## config.mk

```make
export PLATFORM = sky130hd
export DESIGN_NAME = uart_rx_flat
export DESIGN_NICKNAME = d
export VERILOG_FILES = /design/src/rtl/uart_rx_pkg.sv /design/src/rtl/uart_rx_if.sv /design/src/rtl/uart_rx_sync.sv /design/src/rtl/uart_rx.sv /design/src/flat_wrapper.sv
export SDC_FILE = /design/constraint.sdc
export NUM_CORES = 1
export LEC_CHECK = 0
export ABC_AREA = 1
export ABC_CLOCK_PERIOD_IN_PS = 2000
export BUFFER_PORTS_ARGS = -buffer_cell sky130_fd_sc_hd__buf_2
export CORE_MARGIN = 10
export CORE_UTILIZATION = 55
export DETAILED_ROUTE_END_ITERATION = 8
export PLACE_DENSITY = 0.75
export SLEW_MARGIN = 15
export SYNTH_ARGS = -nofsm -noshare
export SYNTH_HDL_FRONTEND = slang
export SYNTH_SLANG_ARGS = --single-unit
```

## constraint.sdc

```tcl
create_clock -name clk -period 2 [get_ports clk]
set_input_delay 0 -clock clk [delete_from_list [all_inputs] [get_ports clk]]
set_output_delay 0 -clock clk [all_outputs]
set_load 0.03 [all_outputs]
```

## src/rtl/uart_rx_pkg.sv

```systemverilog
// rtl/uart_rx_pkg.sv - shared state type, default sizes and half-bit constant for the UART receiver
package uart_rx_pkg;
  localparam int OVERSAMPLE_DEF = 16;
  localparam int DATA_BITS_DEF  = 8;

  typedef enum logic [2:0] {IDLE, START, DATA, PARITY, STOP} rx_state_t;

  function automatic int half_bit(input int oversample);
    return oversample / 2 - 1;
  endfunction

  localparam int HALF_BIT = half_bit(OVERSAMPLE_DEF);
endpackage

```

## src/rtl/uart_rx_if.sv

```systemverilog
// rtl/uart_rx_if.sv - received-byte result bus; parity_err exists only with UART_RX_PARITY_EN
interface uart_rx_if #(parameter int DATA_BITS = uart_rx_pkg::DATA_BITS_DEF);
  logic [DATA_BITS-1:0] d_out;
  logic                 rx_done;
  logic                 frame_err;
`ifdef UART_RX_PARITY_EN
  logic                 parity_err;

  modport master (output d_out, rx_done, frame_err, parity_err);
  modport slave  (input  d_out, rx_done, frame_err, parity_err);
`else
  modport master (output d_out, rx_done, frame_err);
  modport slave  (input  d_out, rx_done, frame_err);
`endif
endinterface

```

## src/rtl/uart_rx_sync.sv

```systemverilog
// rtl/uart_rx_sync.sv - two-flop rx synchronizer (resets high) with registered falling-edge detect
module uart_rx_sync (
  input  logic clk,
  input  logic reset,
  input  logic rx,
  output logic rx_sync,
  output logic fall
);
  logic meta;

  // fall lines up with the cycle in which rx_sync first shows the low level
  always_ff @(posedge clk or posedge reset) begin
    if (reset) begin
      meta    <= 1'b1;
      rx_sync <= 1'b1;
      fall    <= 1'b0;
    end else begin
      meta    <= rx;
      rx_sync <= meta;
      fall    <= rx_sync & ~meta;
    end
  end
endmodule

```

## src/rtl/uart_rx.sv

```systemverilog
// rtl/uart_rx.sv - oversampled 8-N-1 UART receiver; UART_RX_PARITY_EN adds an even-parity bit and parity_err
module uart_rx
  import uart_rx_pkg::*;
#(
  parameter int OVERSAMPLE = OVERSAMPLE_DEF,
  parameter int DATA_BITS  = DATA_BITS_DEF
) (
  input  logic      clk,
  input  logic      reset,
  input  logic      b_tick,
  input  logic      rx,
  uart_rx_if.master bus
);
  localparam int TW = $clog2(OVERSAMPLE);
  localparam int BW = (DATA_BITS > 1) ? $clog2(DATA_BITS) : 1;
  localparam logic [TW-1:0] TICK_HALF = TW'(half_bit(OVERSAMPLE));
  localparam logic [TW-1:0] TICK_LAST = TW'(OVERSAMPLE - 1);
  localparam logic [BW-1:0] BIT_LAST  = BW'(DATA_BITS - 1);

  rx_state_t            state, state_n;
  logic [TW-1:0]        tick, tick_n;
  logic [BW-1:0]        bit_cnt, bit_n;
  logic [DATA_BITS-1:0] shift, shift_n;
  logic [DATA_BITS-1:0] d_out_q, d_out_n;
  logic                 done_q, done_n;
  logic                 ferr_q, ferr_n;
  logic                 rx_sync, fall;
`ifdef UART_RX_PARITY_EN
  logic                 par_bit, par_n;
  logic                 perr_q, perr_n;
`endif

  uart_rx_sync u_sync (
    .clk     (clk),
    .reset   (reset),
    .rx      (rx),
    .rx_sync (rx_sync),
    .fall    (fall)
  );

  always_ff @(posedge clk or posedge reset) begin
    if (reset) begin
      state   <= IDLE;
      tick    <= '0;
      bit_cnt <= '0;
      shift   <= '0;
      d_out_q <= '0;
      done_q  <= 1'b0;
      ferr_q  <= 1'b0;
`ifdef UART_RX_PARITY_EN
      par_bit <= 1'b0;
      perr_q  <= 1'b0;
`endif
    end else begin
      state   <= state_n;
      tick    <= tick_n;
      bit_cnt <= bit_n;
      shift   <= shift_n;
      d_out_q <= d_out_n;
      done_q  <= done_n;
      ferr_q  <= ferr_n;
`ifdef UART_RX_PARITY_EN
      par_bit <= par_n;
      perr_q  <= perr_n;
`endif
    end
  end

  always_comb begin
    state_n = state;
    tick_n  = tick;
    bit_n   = bit_cnt;
    shift_n = shift;
    d_out_n = d_out_q;
    done_n  = 1'b0;
    ferr_n  = ferr_q;
`ifdef UART_RX_PARITY_EN
    par_n   = par_bit;
    perr_n  = perr_q;
`endif
    unique case (state)
      IDLE: begin
        tick_n = '0;
        bit_n  = '0;
        if (fall) state_n = START;
      end
      START: if (b_tick) begin
        // a start bit that is high again at its midpoint is a glitch
        if (tick == TICK_HALF) begin
          tick_n  = '0;
          state_n = rx_sync ? IDLE : DATA;
        end else begin
          tick_n = tick + 1'b1;
        end
      end
      DATA: if (b_tick) begin
        if (tick == TICK_LAST) begin
          tick_n  = '0;
          shift_n = {rx_sync, shift[DATA_BITS-1:1]};
          if (bit_cnt == BIT_LAST) begin
            bit_n = '0;
`ifdef UART_RX_PARITY_EN
            state_n = PARITY;
`else
            state_n = STOP;
`endif
          end else begin
            bit_n = bit_cnt + 1'b1;
          end
        end else begin
          tick_n = tick + 1'b1;
        end
      end
`ifdef UART_RX_PARITY_EN
      PARITY: if (b_tick) begin
        if (tick == TICK_LAST) begin
          tick_n  = '0;
          par_n   = rx_sync;
          state_n = STOP;
        end else begin
          tick_n = tick + 1'b1;
        end
      end
`endif
      STOP: if (b_tick) begin
        if (tick == TICK_LAST) begin
          tick_n  = '0;
          d_out_n = shift;
          ferr_n  = ~rx_sync;
          done_n  = 1'b1;
`ifdef UART_RX_PARITY_EN
          perr_n  = (^shift) ^ par_bit;
`endif
          state_n = IDLE;
        end else begin
          tick_n = tick + 1'b1;
        end
      end
      default: state_n = IDLE;
    endcase
  end

  assign bus.d_out     = d_out_q;
  assign bus.rx_done   = done_q;
  assign bus.frame_err = ferr_q;
`ifdef UART_RX_PARITY_EN
  assign bus.parity_err = perr_q;
`endif
endmodule

```

## src/flat_wrapper.sv

```systemverilog
// flat-port wrapper written by rule: the top's interface ports become plain ports
module uart_rx_flat import uart_rx_pkg::*;
#(
  parameter int OVERSAMPLE = OVERSAMPLE_DEF,
  parameter int DATA_BITS  = DATA_BITS_DEF
)
  (clk, reset, b_tick, rx, bus_d_out, bus_rx_done, bus_frame_err);
  uart_rx_if #(.DATA_BITS(DATA_BITS)) bus_i ();
  input  logic clk;
  input  logic reset;
  input  logic b_tick;
  input  logic rx;
  output wire logic [$bits(bus_i.d_out)-1:0] bus_d_out;
  output wire logic [$bits(bus_i.rx_done)-1:0] bus_rx_done;
  output wire logic [$bits(bus_i.frame_err)-1:0] bus_frame_err;
  assign bus_d_out = bus_i.d_out;
  assign bus_rx_done = bus_i.rx_done;
  assign bus_frame_err = bus_i.frame_err;
  uart_rx #(.OVERSAMPLE(OVERSAMPLE), .DATA_BITS(DATA_BITS)) u_core (.clk(clk), .reset(reset), .b_tick(b_tick), .rx(rx), .bus(bus_i));
endmodule
```

==> results of run 1 <==
## worst max-delay path, cell delays in order, from the launching register on
cell	delay [ps]
dfrtp_1	390
ha_1	220
nand3_2	140
nor2_4	170
nand3_4	240
nand2_1	150
o21ai_2	60
## cells by family after synthesis
logic type | synth area share
simple gates | 0.308
flops | 0.498
compound gates | 0.0937
buf+inv | 0.0704
fa+ha+maj | 0.0240
xor+xnor | 0.00561
## sequential cells by signal, indices dropped and copies added (netlist names), 3 cells and up
name	count
u_core.tick	4
u_core.shift	8
u_core.bus.d_out	8
u_core.state	3
u_core.bit_cnt	3
## where the power goes
| group | leakage (uW) | internal [uW] | switching, uW |
|---|---|---|---|
| Sequential | 0.000422 | 679 | 88.9 |
| Clock | 0.0000265 | 140 | 192 |
| Combinational | 0.000463 | 194 | 406 |
## cells in the mapped netlist, drive strengths merged
cell type	count	area share
nand2	55	0.16
dfrtp	29	0.46
inv	19	0.046
nand3	19	0.075
o21ai	16	0.090
nor2	11	0.052
buf	4	0.025
nand3b	4	0.019
ha	3	0.024
dfstp	2	0.034
a31oi	1	0.0040
or2	1	0.0040
xor2	1	0.0056
## worst max-delay path by stage
stage	depth (start not counted)	start	end	slack, ps
after floorplan	7	u_core.tick[0]$_DFFE_PP0P_	u_core.bus.d_out[7]$_DFFE_PP0P_	680
after global placement	6	u_core.tick[0]$_DFFE_PP0P_	u_core.bus.d_out[3]$_DFFE_PP0P_	570
after detailed placement	8	u_core.tick[0]$_DFFE_PP0P_	u_core.bit_cnt[2]$_DFFE_PP0P_	510
after CTS	6	u_core.tick[0]$_DFFE_PP0P_	u_core.bus.d_out[1]$_DFFE_PP0P_	510
after global routing	8	u_core.tick[0]$_DFFE_PP0P_	u_core.bit_cnt[2]$_DFFE_PP0P_	350
final	6	u_core.tick[0]$_DFFE_PP0P_	u_core.bus.d_out[1]$_DFFE_PP0P_	520
## layout make-up
type / instances / area (um^2) / share of cell area
clock buffers: 8 / 48.8 / 0.0286
inverters: 19 / 71.3 / 0.0419
flip-flops and latches: 31 / 778 / 0.457
multi-input cells: 111 / 674 / 0.396
repair buffers: 16 / 92.6 / 0.0543
well taps: 31 / 38.8 / 0.0228
## routing by layer
layer / up-vias / global-route usage
li1: 563 / -
met1: 513 / 0.139
met2: 13 / 0.166
met3: 6 / 0.0417
met4: 0 / 0.0621
met5: - / 0
## per-stage QoR
| step | total power (uW) | hold WS, ps | area [um^2] | util | cells |
|---|---|---|---|---|---|
| finish | 1700 | 16.7 | 1700 | 0.623 | 216 |
| global route | 1830 | 30.2 | 1700 | 0.623 | 216 |
| CTS | 1720 | 0.806 | 1700 | 0.623 | 216 |
| detailed placement | 1380 | 102 | 1640 | 0.598 | 206 |
| global placement | 1360 | 86.1 | 1640 | 0.598 | 206 |
| floorplan | 1280 | 4.48 | 1560 | - | 165 |
## repair_timing
item,CTS,global route
hold endpoints to repair,30,0
setup endpoints to repair,0,0
hold buffers,2,0
## placed cells by master, fill, tap and decap left out, types with 2 or more instances in the layout
cell           Yosys  final
nand2_4            3      3
nand3b_1           4      4
buf_2              1     13
dlygate4sd3_1      0      2
nand2_1           45     45
clkbuf_4           0      5
nor2_4             5      5
o21ai_2           16     16
nand2_2            7      7
dfstp_2            2      2
clkbuf_1           0      3
nand3_1           16     16
nand3_2            2      2
ha_1               3      3
inv_1             15     15
inv_2              4      4
nor2_1             5      5
dfrtp_1           29     29
==> results by group, run 1 <==
Min path
  • Hold path start: b_tick
  • Hold Crit Class: in2reg
  • Worst Hold Depth: 4
  • WHS Endpoint: u_core.tick[3]$_DFFE_PP0P_

Floorplanning
  • Die height: 73.3 um
  • Die area: 0.00537 mm^2
  • Die Span X: 73.3 um
  • Initial Utilization: 0.572
  • Ports: 14
  • FP Rows: 19
  • Core area: 0.00273 mm^2

Routing
  • Drc violations: 0
  • DR pass1 iterations: 5
  • Met2 WL post-DR: 1240 um
  • Vias: 1,095
  • Top layer in use: met4
  • Antenna-violating nets left: 0
  • Met1 wire length: 1240 um
  • Via density: 5.07
  • Wire length on met3: 115 um
  • DR iter-0 viols: 58
  • Routed WL per cell: 12.2 um
  • Routed wire length: 2650 um

Worst setup path
  • WP data arrival: 1690 ps
  • CP Launch Type: register
  • CP Capture Type: register
  • CP required: 2210 ps
  • Crit Path Max Fanout: 18
  • Setup Crit Path Kind: reg2reg
  • Worst r2r src: u_core.tick[0]$_DFFE_PP0P_
  • Crit Reg-Reg Endpoint: u_core.bus.d_out[1]$_DFFE_PP0P_
  • FF-to-FF setup slack: 520 ps
  • R2R cell count: 6

Synth
  • Seq/Total Area, Yosys: 0.498
  • Post-synth cell types: 21
  • Syn_area_per_cell: 9.47 um^2
  • Synth warn: 0
  • Syn Std Cell Area: 0.00156 mm^2
  • Syn Nets: 172
  • Seq cells post-synth: 31
  • Cells after synthesis: 165

Clock network
  • CTS Buf Count: 5
  • Post_cts resized: 0
  • Reg clk slew, reported paths: 80 ps
  • Clk_lat worst skew: 320 ps
  • CTS root buf: clkbuf_4
  • # clock sinks: 31
  • Post-CTS Setup Bufs: 0
  • Clock Tree Buf Depth: 2
  • Htree depth: 2
  • CTS tree: yes

Layout
  • Area grow syn2layout: 9.05%
  • Proportion of layout cells with a drive suffix above 1: 0.330
  • Fin nets: 191
  • ANT cells: 0
  • Filler Cells Inserted: 223

Power
  • Pwr per Cell Area: 998 mW/mm^2
  • VDD IR max: 0.802 mV
  • Lkg Pwr: 0.000912 uW

STA
  • Normalized max-slew margin: 0.741
  • Setup WS post-layout: 517 ps
  • Period utilization: 0.742
  • Setup Skew: 14.3 ps
  • Final setup vio count: 0
  • Setup Total Neg Slack: 0 ps
  • Final Critical Period: 1480 ps
  • Fmax: 674 MHz
  • Unrepaired setup endpoints after global routing: false
  • Number of hold violations in the final report: 0
  • Worst-margin pin slew: 388 ps
  • Slew Limit Fails: 0

GRT
  • Initial antenna violation count: 0
  • GR Overflow Total: 0
  • Global-route wire length before repair: 4800 um
  • Gr usage total: 0.113
  • Vias in the first global route: 1,048
  • Largest net degree at the start of global routing: 32

Job
  • # Max-Cap Violations: 0

Place
  • Pre-CTS setup slack: 510 ps
  • Port bufs: 13
  • Routability cong.: 0.846
  • Final HPWL DP: 2020 um

Run status
  • Status: finished clean
No activity file was read; power rests on OpenSTA's default activity.
==> run 2, diff against run 1 <==
ABC_CLOCK_PERIOD_IN_PS = 1300   (was 2000)
CORE_UTILIZATION = 52   (was 55)
PLACE_DENSITY = 0.74   (was 0.75)
clock period = 1.3 ns   (was 2 ns; I/O delays follow)
==> results by group, run 2 (synthesis results as in run 1) <==
STA
  • Number of hold violations in the final report: 0 (unchanged)
  • Slew Limit Fails: 0 (unchanged)
  • Setup Skew: 12.1 ps (was 14.3 ps)
  • Unrepaired setup endpoints after global routing: true (was false)
  • Setup WS post-layout: -140 ps (was 517 ps)
  • Final setup vio count: 23 (was 0)
  • Fmax: 694 MHz (was 674 MHz)
  • Final Critical Period: 1440 ps (was 1480 ps)
  • Normalized max-slew margin: 0.743 (was 0.741)
  • Period utilization: 1.11 (was 0.742)
  • Worst-margin pin slew: 386 ps (was 388 ps)

Worst setup path
  • CP Launch Type: register (unchanged)
  • CP Capture Type: register (unchanged)
  • WP data arrival: 1660 ps (was 1690 ps)
  • Setup Crit Path Kind: reg2reg (unchanged)
  • Crit Path Max Fanout: 4 (was 18)
  • CP required: 1520 ps (was 2210 ps)

Floorplanning
  • Ports: 14 (unchanged)
  • Core area: 0.00281 mm^2 (was 0.00273 mm^2)
  • Die Span X: 74.8 um (was 73.3 um)
  • Initial Utilization: 0.557 (was 0.572)
  • Die area: 0.00560 mm^2 (was 0.00537 mm^2)
  • FP Rows: 19 (unchanged)
  • Die height: 74.8 um (was 73.3 um)

Layout
  • Filler Cells Inserted: 181 (was 223)
  • Register area: 781 um^2 (was 778 um^2)
  • Area grow syn2layout: 35.8% (was 9.05%)
  • Commonest cells after routing, fill and taps aside: nand2_1, dfrtp_1, nand2_2, o21ai_2, nand3_1 (was nand2_1, dfrtp_1, nand3_1, o21ai_2, inv_1)
  • Fin nets: 210 (was 191)
  • Final non-filler cell total: 234 (was 216)
  • Proportion of layout cells with a drive suffix above 1: 0.537 (was 0.330)
  • ANT cells: 0 (unchanged)
  • Multi-input logic area: 890 um^2 (was 674 um^2)

Routing
  • Vias: 1,291 (was 1,095)
  • Antenna-violating nets left: 0 (unchanged)
  • DR iter-0 viols: 86 (was 58)
  • Drc violations: 0 (unchanged)
  • DR pass1 iterations: 4 (was 5)
  • Routed WL per cell: 16.3 um (was 12.2 um)
  • Via density: 5.52 (was 5.07)
  • Routed wire length: 3810 um (was 2650 um)

GRT
  • Met3 Use GR: 0.0499 (was 0.0417)
  • Initial antenna violation count: 0 (unchanged)
  • Grt met1 use: 0.168 (was 0.139)
  • Largest net degree at the start of global routing: 32 (unchanged)
  • Vias in the first global route: 1,260 (was 1,048)
  • M2 GR Usage: 0.221 (was 0.166)
  • GR Overflow Total: 0 (unchanged)
  • Gr usage total: 0.139 (was 0.113)
  • Global-route wire length before repair: 5910 um (was 4800 um)
  • Most used routing layer: met2 (unchanged)

Place
  • Routability cong.: 0.873 (was 0.846)
  • Post-Place Cells: 216 (was 206)
  • Final HPWL DP: 2190 um (was 2020 um)
  • Port bufs: 13 (unchanged)

Clock network
  • Clk_lat worst skew: 340 ps (was 320 ps)
  • Htree depth: 2 (unchanged)
  • CTS root buf: clkbuf_4 (unchanged)
  • CTS Buf Count: 5 (unchanged)
  • # clock sinks: 31 (unchanged)
  • Clock Tree Buf Depth: 2 (unchanged)
  • Reg clk slew, reported paths: 100 ps (was 80 ps)
  • CTS tree: yes (unchanged)

Job
  • # Max-Cap Violations: 0 (unchanged)

Power
  • Pwr per Cell Area: 1540 mW/mm^2 (was 998 mW/mm^2)
  • Total power: 3270 uW (was 1700 uW)
  • VDD IR max: 1.15 mV (was 0.802 mV)
  • Lkg Pwr: 0.00103 uW (was 0.000912 uW)

Run status
  • Violated checks: negative setup slack
  • Status: finished, violations left (was finished clean)

Min path
  • Hold Crit Class: in2async (was in2reg)
[run 2: cell type report]
class                           instances  area share
Multi-Input combinational cell        114       0.419
Sequential cell                        31       0.368
Timing Repair Buffer                   32       0.132
Inverter                               19      0.0360
Clock buffer                            6      0.0242
Tap cell                               31      0.0183
Clock inverter                          1     0.00236
[run 2: report_power, final]
group	internal, uW	leakage, uW	switching [uW]	total, uW
Combinational	579	0.000574	941	1520
Sequential	1050	0.000419	114	1170
Clock	250	0.0000341	333	583
[run 2: final timing paths]
kind	startpoint	to	slack [ps]	depth (start not counted)
setup / recovery	u_core.tick[1]$_DFFE_PP0P_	u_core.state[0]$_DFFE_PP0P_	-140	8
hold / removal	reset	u_core.bus.d_out[0]$_DFFE_PP0P_	260	4
setup reg to reg	u_core.tick[1]$_DFFE_PP0P_	u_core.state[0]$_DFFE_PP0P_	-140	8
hold reg to reg	u_core.u_sync.meta$_DFF_PP1_	u_core.u_sync.rx_sync$_DFF_PP1_	370	0
max in group asynchronous	reset	u_core.u_sync.rx_sync$_DFF_PP1_	700	4
min in group clk	rx	u_core.u_sync.meta$_DFF_PP1_	310	2
[run 2: routing by layer]
metal / vias up / wire length (um)
met5: - / 0
met4: 0 / 65
met3: 9 / 205
met2: 34 / 1900
met1: 636 / 1630
li1: 612 / -
[run 2: critical path: stages, from the launching register on]
cell	delay [ps]
dfrtp_1	420
ha_4	180
nand3_4	90
nand3_1	140
nand2_1	130
nor2_4	150
nand2_2	80
nand2_1	70
nand2_1	60
[run 2: metrics by stage]
stage | TNS, ps | cell area, um^2 | setup WS (ps) | util | hold slack (ps)
after global routing | -3290 | 2120 | -191 | 0.756 | 302
after floorplan | -18.3 | 1570 | -10.5 | - | 4.48
after detailed placement | -1680 | 1730 | -136 | 0.615 | 94.4
final | -1780 | 2120 | -140 | 0.756 | 264
after CTS | -1030 | 2050 | -58.6 | 0.731 | 279
after global placement | -613 | 1730 | -60.8 | 0.615 | 87.7
[run 2: repair_timing]
action	in CTS	in global routing
pin swaps	12	6
hold buffers	3	0
gates cloned	4	0
gates resized for setup	28	22
endpoints found under the setup margin	25	28
setup buffers	4	0
endpoints found under the hold margin	33	0
